`src/rtl/alu_pkg.sv`:
```
// Shared definitions for the sequential ALU.
// Contents: opcode and condition-code constants, flag bit positions, the FSM state
// type, and a helper function that evaluates a condition code against the flags.
package alu_pkg;

    // Opcodes (op_c). Values 0xC..0xF are NOPs.
    localparam logic [3:0] OP_ADD  = 4'h0;
    localparam logic [3:0] OP_SUB  = 4'h1;
    localparam logic [3:0] OP_MUL  = 4'h2;
    localparam logic [3:0] OP_OR   = 4'h3;
    localparam logic [3:0] OP_AND  = 4'h4;
    localparam logic [3:0] OP_XOR  = 4'h5;
    localparam logic [3:0] OP_MOVN = 4'h6;
    localparam logic [3:0] OP_MOV  = 4'h7;
    localparam logic [3:0] OP_SHR  = 4'h8;
    localparam logic [3:0] OP_SHL  = 4'h9;
    localparam logic [3:0] OP_ROR  = 4'hA;
    localparam logic [3:0] OP_CMP  = 4'hB;

    // Condition codes (cond).
    localparam logic [1:0] CC_AL = 2'b00;  // always
    localparam logic [1:0] CC_Z  = 2'b01;  // Z set
    localparam logic [1:0] CC_NZ = 2'b10;  // Z clear
    localparam logic [1:0] CC_N  = 2'b11;  // N set

    // Bit positions inside the {N,Z,C,V} flag register.
    localparam int FLAG_N = 3;
    localparam int FLAG_Z = 2;
    localparam int FLAG_C = 1;
    localparam int FLAG_V = 0;

    typedef enum logic [1:0] {
        ST_IDLE     = 2'd0,
        ST_MUL_BUSY = 2'd1,
        ST_DONE     = 2'd2
    } state_t;

    function automatic logic cond_met(input logic [1:0] cc, input logic [3:0] flags);
        case (cc)
            CC_Z:    return flags[FLAG_Z];
            CC_NZ:   return !flags[FLAG_Z];
            CC_N:    return flags[FLAG_N];
            default: return 1'b1;
        endcase
    endfunction

endpackage

```
`src/rtl/alu_mul_iter.sv`:
```
// Iterative unsigned shift-add multiplier, one partial product per clock.
// Ports:
//   clk, rst   clock, async active-high reset (clears all state)
//   start      1-cycle pulse: capture a, b and perform the first step
//   a, b       WIDTH-bit unsigned operands (sampled only on start)
//   busy       high while further steps remain
//   done       1-cycle pulse in the cycle after the final step; product valid then
//   product    2*WIDTH-bit result
// Timing: start on edge k -> steps on edges k..k+WIDTH-1 -> done high in cycle k+WIDTH.
module alu_mul_iter #(
    parameter int WIDTH = 16
) (
    input  logic               clk,
    input  logic               rst,
    input  logic               start,
    input  logic [WIDTH-1:0]   a,
    input  logic [WIDTH-1:0]   b,
    output logic               busy,
    output logic               done,
    output logic [2*WIDTH-1:0] product
);
    localparam int CNT_W = $clog2(WIDTH) + 1;

    logic [WIDTH-1:0]   mcand;
    logic [2*WIDTH-1:0] prod;
    logic [CNT_W-1:0]   cnt;
    logic               busy_q;
    logic               done_q;

    // One shift-add step: the multiplier lives in the low half and is consumed
    // LSB first; the partial sum grows in the high half and shifts down.
    function automatic logic [2*WIDTH-1:0] step(input logic [2*WIDTH-1:0] p,
                                                input logic [WIDTH-1:0]   m);
        logic [WIDTH:0] sum;
        sum = {1'b0, p[2*WIDTH-1:WIDTH]} + (p[0] ? {1'b0, m} : {(WIDTH+1){1'b0}});
        return {sum, p[WIDTH-1:1]};
    endfunction

    always_ff @(posedge clk or posedge rst) begin
        if (rst) begin
            mcand  <= '0;
            prod   <= '0;
            cnt    <= '0;
            busy_q <= 1'b0;
            done_q <= 1'b0;
        end else begin
            done_q <= 1'b0;
            if (start) begin
                mcand  <= a;
                prod   <= step({{WIDTH{1'b0}}, b}, a);
                cnt    <= CNT_W'(1);
                busy_q <= 1'b1;
            end else if (busy_q) begin
                prod <= step(prod, mcand);
                cnt  <= cnt + CNT_W'(1);
                if (cnt == CNT_W'(WIDTH - 1)) begin
                    busy_q <= 1'b0;
                    done_q <= 1'b1;
                end
            end
        end
    end

    assign busy    = busy_q;
    assign done    = done_q;
    assign product = prod;

endmodule

```
`src/rtl/seq_alu.sv`:
```
// Sequential ALU with valid/ready handshakes, condition codes and an iterative multiplier.
// Ports:
//   clk, rst              clock, async active-high reset
//   in_valid / in_ready   operation offered / accepted (transfer when both high at clk edge)
//   op_c, cond            opcode and condition code
//   reg1, reg2, ld_sh     operands; ld_sh is the MOVN constant, its low bits the shift amount
//   out_valid / out_ready result offered / consumed (transfer when both high at clk edge)
//   out_data, out_we      result and destination write enable
//   flag                  registered {N,Z,C,V}
// Handshake: a side transfers only on a clock edge with valid and ready both high;
// once out_valid rises, out_data/out_we/flag hold until that transfer.
// Non-MUL ops (and MUL with a false condition) complete in 1 cycle; MUL spends
// WIDTH cycles in MUL_BUSY.
module seq_alu
    import alu_pkg::*;
#(
    parameter int WIDTH = 16,
    parameter int LD_W  = 7
) (
    input  logic             clk,
    input  logic             rst,
    input  logic             in_valid,
    output logic             in_ready,
    input  logic [3:0]       op_c,
    input  logic [1:0]       cond,
    input  logic [WIDTH-1:0] reg1,
    input  logic [WIDTH-1:0] reg2,
    input  logic [LD_W-1:0]  ld_sh,
    output logic             out_valid,
    input  logic             out_ready,
    output logic [WIDTH-1:0] out_data,
    output logic             out_we,
    output logic [3:0]       flag
);
    localparam int SH_W = $clog2(WIDTH);
    localparam int MSB  = WIDTH - 1;

    state_t             state;
    logic               accept;
    logic               take;
    logic               mul_go;
    logic               mul_busy;
    logic               mul_done;
    logic [2*WIDTH-1:0] mul_prod;

    logic [WIDTH:0]     sum;
    logic [WIDTH:0]     diff;
    logic [WIDTH-1:0]   movn_val;
    logic [SH_W-1:0]    sh;
    logic [2*WIDTH-1:0] rot2;
    logic [WIDTH-1:0]   val;
    logic [WIDTH-1:0]   res;
    logic               res_we;
    logic               upd;
    logic [3:0]         res_flag;

    assign in_ready  = (state == ST_IDLE) || ((state == ST_DONE) && out_ready);
    assign out_valid = (state == ST_DONE);
    assign accept    = in_valid && in_ready;
    // Every earlier op has retired by accept time, so the flag register is current.
    assign take      = cond_met(cond, flag);
    assign mul_go    = accept && take && (op_c == OP_MUL);

    alu_mul_iter #(.WIDTH(WIDTH)) u_mul (
        .clk     (clk),
        .rst     (rst),
        .start   (mul_go),
        .a       (reg1),
        .b       (reg2),
        .busy    (mul_busy),
        .done    (mul_done),
        .product (mul_prod)
    );

    // Single-cycle result path; MUL with a true condition never uses it.
    always_comb begin
        sum      = {1'b0, reg1} + {1'b0, reg2};
        diff     = {1'b0, reg1} - {1'b0, reg2};
        movn_val = '0;
        movn_val[LD_W-1:0] = ld_sh;
        sh       = ld_sh[SH_W-1:0];
        // Rotating a doubled copy keeps amount 0 well defined.
        rot2     = {reg1, reg1} >> sh;
        val      = '0;
        res_we   = 1'b0;
        upd      = 1'b0;
        res_flag = flag;
        if (take) begin
            case (op_c)
                OP_ADD: begin
                    val    = sum[WIDTH-1:0];
                    res_we = 1'b1;
                    upd    = 1'b1;
                    res_flag[FLAG_C] = sum[WIDTH];
                    res_flag[FLAG_V] = (reg1[MSB] == reg2[MSB]) && (sum[MSB] != reg1[MSB]);
                end
                OP_SUB, OP_CMP: begin
                    val    = diff[WIDTH-1:0];
                    res_we = (op_c == OP_SUB);
                    upd    = 1'b1;
                    // Carry means "no borrow", i.e. reg1 >= reg2 unsigned.
                    res_flag[FLAG_C] = !diff[WIDTH];
                    res_flag[FLAG_V] = (reg1[MSB] != reg2[MSB]) && (diff[MSB] != reg1[MSB]);
                end
                OP_OR:   begin val = reg1 | reg2;         res_we = 1'b1; end
                OP_AND:  begin val = reg1 & reg2;         res_we = 1'b1; end
                OP_XOR:  begin val = reg1 ^ reg2;         res_we = 1'b1; end
                OP_MOVN: begin val = movn_val;            res_we = 1'b1; end
                OP_MOV:  begin val = reg1;                res_we = 1'b1; end
                OP_SHR:  begin val = reg1 >> sh;          res_we = 1'b1; end
                OP_SHL:  begin val = reg1 << sh;          res_we = 1'b1; end
                OP_ROR:  begin val = rot2[WIDTH-1:0];     res_we = 1'b1; end
                default: begin val = '0;                  res_we = 1'b0; end
            endcase
        end
        if (upd) begin
            res_flag[FLAG_N] = val[MSB];
            res_flag[FLAG_Z] = (val == '0);
        end
        // Non-writing results (CMP, NOP, false condition) present zero data.
        res = res_we ? val : '0;
    end

    always_ff @(posedge clk or posedge rst) begin
        if (rst) begin
            state    <= ST_IDLE;
            out_data <= '0;
            out_we   <= 1'b0;
            flag     <= 4'b0000;
        end else begin
            case (state)
                ST_IDLE, ST_DONE: begin
                    if (accept) begin
                        if (mul_go) begin
                            state <= ST_MUL_BUSY;
                        end else begin
                            state    <= ST_DONE;
                            out_data <= res;
                            out_we   <= res_we;
                            flag     <= res_flag;
                        end
                    end else if (state == ST_DONE && out_ready) begin
                        state <= ST_IDLE;
                    end
                end
                ST_MUL_BUSY: begin
                    if (mul_done && !mul_busy) begin
                        state    <= ST_DONE;
                        out_data <= mul_prod[WIDTH-1:0];
                        out_we   <= 1'b1;
                        flag     <= {mul_prod[MSB],
                                     (mul_prod[WIDTH-1:0] == '0),
                                     (mul_prod[2*WIDTH-1:WIDTH] != '0),
                                     (mul_prod[2*WIDTH-1:WIDTH] != '0)};
                    end
                end
                default: state <= ST_IDLE;
            endcase
        end
    end

endmodule

```
`config.mk`:
```
export PLATFORM = sky130hd
export DESIGN_NAME = seq_alu
export DESIGN_NICKNAME = d
export VERILOG_FILES = /design/src/rtl/alu_pkg.sv /design/src/rtl/alu_mul_iter.sv /design/src/rtl/seq_alu.sv
export SDC_FILE = /design/constraint.sdc
export NUM_CORES = 1
export LEC_CHECK = 0
export ABC_AREA = 1
export CAP_MARGIN = 5
export CORE_ASPECT_RATIO = 0.5
export CORE_MARGIN = 10
export CORE_UTILIZATION = 40
export CTS_BUF_LIST = sky130_fd_sc_hd__clkbuf_8 sky130_fd_sc_hd__clkbuf_16
export CTS_CLUSTER_DIAMETER = 60
export DETAILED_ROUTE_END_ITERATION = 7
export GPL_ROUTABILITY_DRIVEN = 0
export MAX_ROUTING_LAYER = met4
export SYNTH_ARGS = -nofsm -noshare
export SYNTH_HDL_FRONTEND = slang
export SYNTH_SLANG_ARGS = --single-unit
```
`constraint.sdc`:
```
create_clock -name clk -period 2.3 [get_ports clk]
set_input_delay 0.23 -clock clk [delete_from_list [all_inputs] [get_ports clk]]
set_output_delay 0.23 -clock clk [all_outputs]
set_load 0.05 [all_outputs]
```
==> flow_summary.ini, run 1 <==
[clock_tree]
cts_made_buffers = 9
ctsHoldBuffers = 0
cts.reportedPaths.clkPinSlew_ps = 60
insertion_delay_ps = 340
cts_tree = built
h-tree-depth = 3
cts_root_buf = clkbuf_16
cts_sinks = 78
cts_max_path_buffers = 2

[drt]
viasPerCell = 5.606
drt-pass1-iter-count = 6
drt_wl_total_um = 40370
vias = 11630
drt_iter0_drc = 1535
antenna_left = 0
drc_errors = 0
wl_per_cell_um = 19.45

[global_route]
grt_max_degree = 37
grt_pass1_vias = 10880
grt_pass1_wl_um = 60680
antenna_found_initial = 2
grt_overflow = 0
grt_use_total_pct = 27.49

[floorplan]
dieArea_mm2 = 0.02845
die_w_um = 228.7
die_h_um = 124.4
start_util_pct = 40.46
core_region_area_mm2 = 0.02154
rows = 38
io_pins = 72

[critical_path]
ff2ff_setup_slack_ps = 0
critPathRequiredTime_ps = 2570
path_class = in2reg
worstPathMaxFanout = 11
start_kind = input pin
cp.arrival_ps = 2590
critPathCaptureType = flip-flop

[synth]
netlist_area_mm2 = 0.008713
synthMuxAreaShare_pct = 0.1149
synth_area_leader_cell = dfrtp_1
synth_top_family_by_area = simple AND/OR/NAND/NOR gates
synth_compound_area_share_pct = 15.51
synth-main-ff-cell = dfrtp_1
synth_fa_ha_area_share_pct = 10.17
synth-edff-count = 0
syn_inst = 1434
synthArstFlopShare_pct = 100.0
synth_cell_types = 50
netlist.area_leader.share_pct = 22.40
synth-xor-area-share_pct = 1.106
synth_area_leaders = dfrtp_1 (22%), nand2_1 (19%), nand3_1 (11%)
synth-warning-count = 0
synthSimpleGateAreaFrac_pct = 40.12
synthesis.nets = 1552
syn_avg_cell_area_um2 = 6.076
synth-seq-cells = 78
synth-seq-area-share_pct = 22.40

[timing]
maxSlewViolCount = 0
clock_skew_ps = 8.075
setup_tns_ps = -35.14
setup_viol = 2
relSlewSlack_pct = 65.18
worst_slack_ps = -26.64
tightest_slew_ps = 520.6
hold_viol_final = 0
max_freq_ghz = 0.4298
fin_crit_sh_pct = 101.2
rsz0062_at_grt = yes
period_minus_slack_ps = 2327

[power_and_ir_drop]
peakVddDrop_mv = 0.5252
leakagePower_nw = 6.745
power_density_mw_per_mm2 = 681.9

[placed_design]
dp_slack_ps = -754.8
portBuffers = 71
dp_hpwl_um = 32260

[outcome]
violations = setup timing
outcome = finished, violations left

[layout]
drive_gt1_share_pct = 30.81
fin_nets = 1885
regArea_mm2 = 0.001953
final_cell_mix = nand2_1 (404), buf_4 (293), nand3_1 (175), inv_1 (122), nor2_1 (95)
fillCellCount = 1981
multiInputGateArea_mm2 = 0.006595
synthToLayoutAreaGrowth_pct = 49.44
mostFrequentLayoutCell = nand2_1

[job]
maxCapViolCount = 0

[worst_hold_path]
min_path_type = in2async
flip-flops by register name, summed over array words and instances, names as in the netlist:
| signal | cells |
|---|---|
| state | 2 |
| u_mul.product | 32 |
| out_data | 16 |
| u_mul.done | 1 |
| flag | 4 |
| u_mul.mcand | 16 |
| u_mul.busy | 1 |
| out_we | 1 |
| u_mul.cnt | 5 |
power by group:
group	total (mW)	internal [mW]	switching [mW]
Combinational	4.98	2.06	2.92
Sequential	2.26	1.83	0.424
Clock	1.64	1.06	0.586
Total	8.88	4.95	3.93
final timing paths:
check,start,endpoint,cells past startpoint
max,op_c[2],u_mul.product[23]$_DFFE_PP0P_,13
min in group clk,reg1[0],u_mul.mcand[0]$_DFFE_PP0P_,4
max reg2reg,u_mul.product[0]$_DFFE_PP0P_,u_mul.product[23]$_DFFE_PP0P_,13
max in group asynchronous,rst,u_mul.product[18]$_DFFE_PP0P_,3
min reg2reg,u_mul.mcand[9]$_DFFE_PP0P_,u_mul.mcand[9]$_DFFE_PP0P_,2
min,rst,state[0]$_DFFE_PP0P_,2
synth_stat cells (2+ instances only):
cell type and number:
dfrtp_1 78, nand4_1 24, nor2_4 3, or2_2 4, xnor2_1 4, o211ai_1 9, nand3_1 190, buf_2 29
nand3b_1 6, buf_6 4, a22oi_1 12, a221oi_1 3, a21o_1 2, nand2_2 8, nor3_1 7, o22ai_1 12
o21ai_1 9, nor4_1 6, inv_1 160, nor2_1 122, xor2_1 7, nor3_2 2, inv_2 11, o221ai_1 11
nand2_1 436, and2_1 2, buf_4 2, nor2_2 4, fa_1 3, a21oi_1 78, clkbuf_1 15, ha_1 66
a31oi_1 13, o21ai_0 72, o21bai_1 5
critical path: stages:
cell and delay [ps]:
clkdlybuf4s50_1 390, buf_4 170, inv_2 70, nand2_1 80
buf_4 150, nor2_1 110, inv_2 80, nor3_2 330
buf_4 280, nand2_1 90, o21ai_0 350, a31oi_1 130
nor2_1 120
through the flow:
step	instance area, um2	util (%)	hold slack [ps]	total power, mW	std cells
2_1_floorplan	8718	-	346.6	4.666	1434
3_3_place_gp	11770	54.62	455.8	6.419	2039
3_5_place_dp	11770	54.62	460.1	6.524	2039
4_1_cts	12510	58.07	244.6	8.403	2059
5_1_grt	13020	60.46	276.7	9.404	2075
6_report	13020	60.46	230.6	8.879	2075
layer usage:
metal | vias to the layer above | share of wire [%] | routed length, um | GRT usage (%)
li1 | 5429 | - | - | -
met1 | 5363 | 42 | 16780 | 35.04
met2 | 724 | 42 | 16860 | 40.27
met3 | 116 | 13 | 5233 | 8.913
met4 | 0 | 3.7 | 1494 | 9.080
met5 | - | 0 | 0 | -
cell families (layout without fill, tap and decap cells):
group	count (synthesis)	in the layout
simple gates	816	816
compound gates	234	234
buf+inv	225	563
flops	78	78
fa+ha+maj	69	69
xor+xnor	11	11
mux	1	1
other cells	0	3
layout make-up:
type	instances	area share, %
clock buffer	9	1.730
timing repair buffer	374	23.77
multi-input combinational	1131	50.65
clock inverter	7	0.8648
tap	300	2.883
antenna	3	0.05765
sequential	78	15.00
inverter	173	5.045
repair_timing:
| item | in CTS | in global routing |
|---|---|---|
| pin swaps | 21 | 62 |
| resized for setup | 126 | 148 |
| cloned | 0 | 0 |
| endpoints found under the hold margin | 0 | 0 |
| setup endpoints to repair | 32 | 29 |
| setup buffers | 4 | 13 |
Note: power is estimated with default switching activity, not from simulation.
==> run 2: changes to the inputs <==
==> constraint.sdc (replaced) <==
create_clock -name clk -period 2.6 [get_ports clk]
set_input_delay 0.52 -clock clk [delete_from_list [all_inputs] [get_ports clk]]
set_output_delay 0.52 -clock clk [all_outputs]
set_load 0.05 [all_outputs]
==> flow_summary.ini, run 2 (synthesis results as in run 1) <==
[power_and_ir_drop]
power_mw = 7.388
power_density_mw_per_mm2 = 575.4
leakagePower_nw = 6.647
peakVddDrop_mv = 0.4432

[critical_path]
cp.arrival_ps = 2800
path_cells = dlygate4sd2_1, inv_1, ha_4, inv_1, nand2_1, inv_1, a21oi_2, inv_1, a21oi_2, buf_4, nand3_1, nand4_1, nand2_2, buf_12, nor2_1, buf_4, nand2_1, a21oi_1
start_kind = input pin
crit_family = buffers and inverters
cpMostUsedCell = inv_1
critical-path-slowest-cell = ha_4
path_class = in2reg
critPathRequiredTime_ps = 2870
worstPathMaxFanout = 5
timing.critical_path.buf_inv = 8
critPathMaxStageDelay_ps = 300
critPathCaptureType = flip-flop

[floorplan]
die_h_um = 124.4
core_region_area_mm2 = 0.02154
dieArea_mm2 = 0.02845
rows = 38
io_pins = 72
start_util_pct = 40.46
die_w_um = 228.7

[layout]
final_cell_mix = nand2_1 (404), buf_4 (254), nand3_1 (175), inv_1 (127), nor2_1 (102)
stdcell_area_mm2 = 0.01284
final_core_util_pct = 59.61
fin_nets = 1861
final_cells = 2049
fillCellCount = 2045
largest_register_ffs = 32
drive_gt1_share_pct = 28.15
mostFrequentLayoutCell = nand2_1
synthToLayoutAreaGrowth_pct = 47.36

[drt]
antenna_left = 0
vias = 11480
drt_wl_total_um = 39960
viasPerCell = 5.602
drc_errors = 0
wl_per_cell_um = 19.50
drt_iter0_drc = 1791
drt-pass1-iter-count = 7

[timing]
hold_viol_final = 0
max_freq_ghz = 0.3945
setup_tns_ps = 0
maxSlewViolCount = 0
period_minus_slack_ps = 2535
fin_crit_sh_pct = 97.49
clock_skew_ps = 7.330
tightest_slew_ps = 713.1
relSlewSlack_pct = 52.29
rsz0062_at_grt = yes
hold-worst-slack_ps = 477.4
setup_viol = 0
worst_slack_ps = 65.30

[worst_hold_path]
min_path_type = reg2reg

[placed_design]
dp_slack_ps = -816.6
dp_hpwl_um = 31940
placed_area_mm2 = 0.01166
portBuffers = 71
placedCellCount = 2015

[global_route]
grt_overflow = 0
grt_pass1_wl_um = 60220
grt_use_total_pct = 27.26
antenna_found_initial = 0
grt_max_degree = 79
grt_pass1_vias = 10570

[clock_tree]
cts_tree = built
cts_max_path_buffers = 2
ctsHoldBuffers = 0
cts_made_buffers = 9
cts_sinks = 78
cts.reportedPaths.clkPinSlew_ps = 60
insertion_delay_ps = 350
h-tree-depth = 3
cts_root_buf = clkbuf_16

[job]
maxCapViolCount = 0

[outcome]
outcome = finished, final reports clean
[run 2: cell types whose count changed in the layout (fill, tap and decap cells not counted), sizes merged]
| cell | delta |
|---|---|
| dlymetal6s2s | -4 |
| clkdlybuf4s50 | -3 |
| clkinvlp | +3 |
| clkdlybuf4s15 | +7 |
| diode | -2 |
| dlygate4sd2 | -2 |
| clkbuf | +1 |
| buf | -23 |
| bufinv | -1 |
| clkinv | -2 |
[run 2: what timing repair did]
action                                  4_1_cts  5_1_grt
cloned                                        0        1
setup buffers                                 6       10
endpoints found under the setup margin       27       27
gates resized for setup                     133      135
pin swaps                                    35       46
[run 2: cell type report]
cell class | count | area [um2] | area share [%]
repair buffers | 350 | 3029 | 23.59
inverters | 173 | 665.6 | 5.184
diodes | 1 | 2.502 | 0.01949
clock buffers | 9 | 225.2 | 1.754
flip-flops and latches | 78 | 1952 | 15.20
clock inverters | 7 | 96.34 | 0.7503
well taps | 300 | 375.4 | 2.923
multi-input cells | 1131 | 6494 | 50.58
[run 2: power breakdown]
part | switching, mW | internal [mW]
clock | 0.538 | 0.844
sequential | 0.337 | 1.62
combinational | 2.41 | 1.64
total | 3.28 | 4.11
[run 2: worst paths after layout]
path / start / endpoint / slack, ps / cells after the start
max: reg1[10] / out_data[15]$_DFFE_PP0P_ / 70 / 18
min: u_mul.mcand[7]$_DFFE_PP0P_ / u_mul.mcand[7]$_DFFE_PP0P_ / 480 / 2
max reg2reg: u_mul.product[0]$_DFFE_PP0P_ / u_mul.product[31]$_DFFE_PP0P_ / 170 / 14
min reg2reg: u_mul.mcand[7]$_DFFE_PP0P_ / u_mul.mcand[7]$_DFFE_PP0P_ / 480 / 2
max in group asynchronous: rst / u_mul.product[27]$_DFFE_PP0P_ / 1670 / 3
min in group asynchronous: rst / u_mul.cnt[3]$_DFFE_PP0P_ / 560 / 3
[run 2: layer usage]
| metal | track usage [%] | vias up | share of wire, % |
|---|---|---|---|
| li1 | - | 5374 | - |
| met1 | 37.78 | 5322 | 43 |
| met2 | 39.10 | 689 | 42 |
| met3 | 4.934 | 94 | 12 |
| met4 | 8.846 | 0 | 2.8 |
| met5 | - | - | 0 |
[run 2: worst reg2reg max path, cell delays in order, from the launching register on]
cell      delay (ps)
dfrtp_1          380
nand2_1           60
inv_1             50
ha_1             160
inv_1             60
fa_1             430
o21ai_1          220
inv_1             90
o221ai_1         300
nand3_1          160
nand2_1           90
nand2_1           70
nand2_1           60
a21oi_1           60
o21ai_0          170
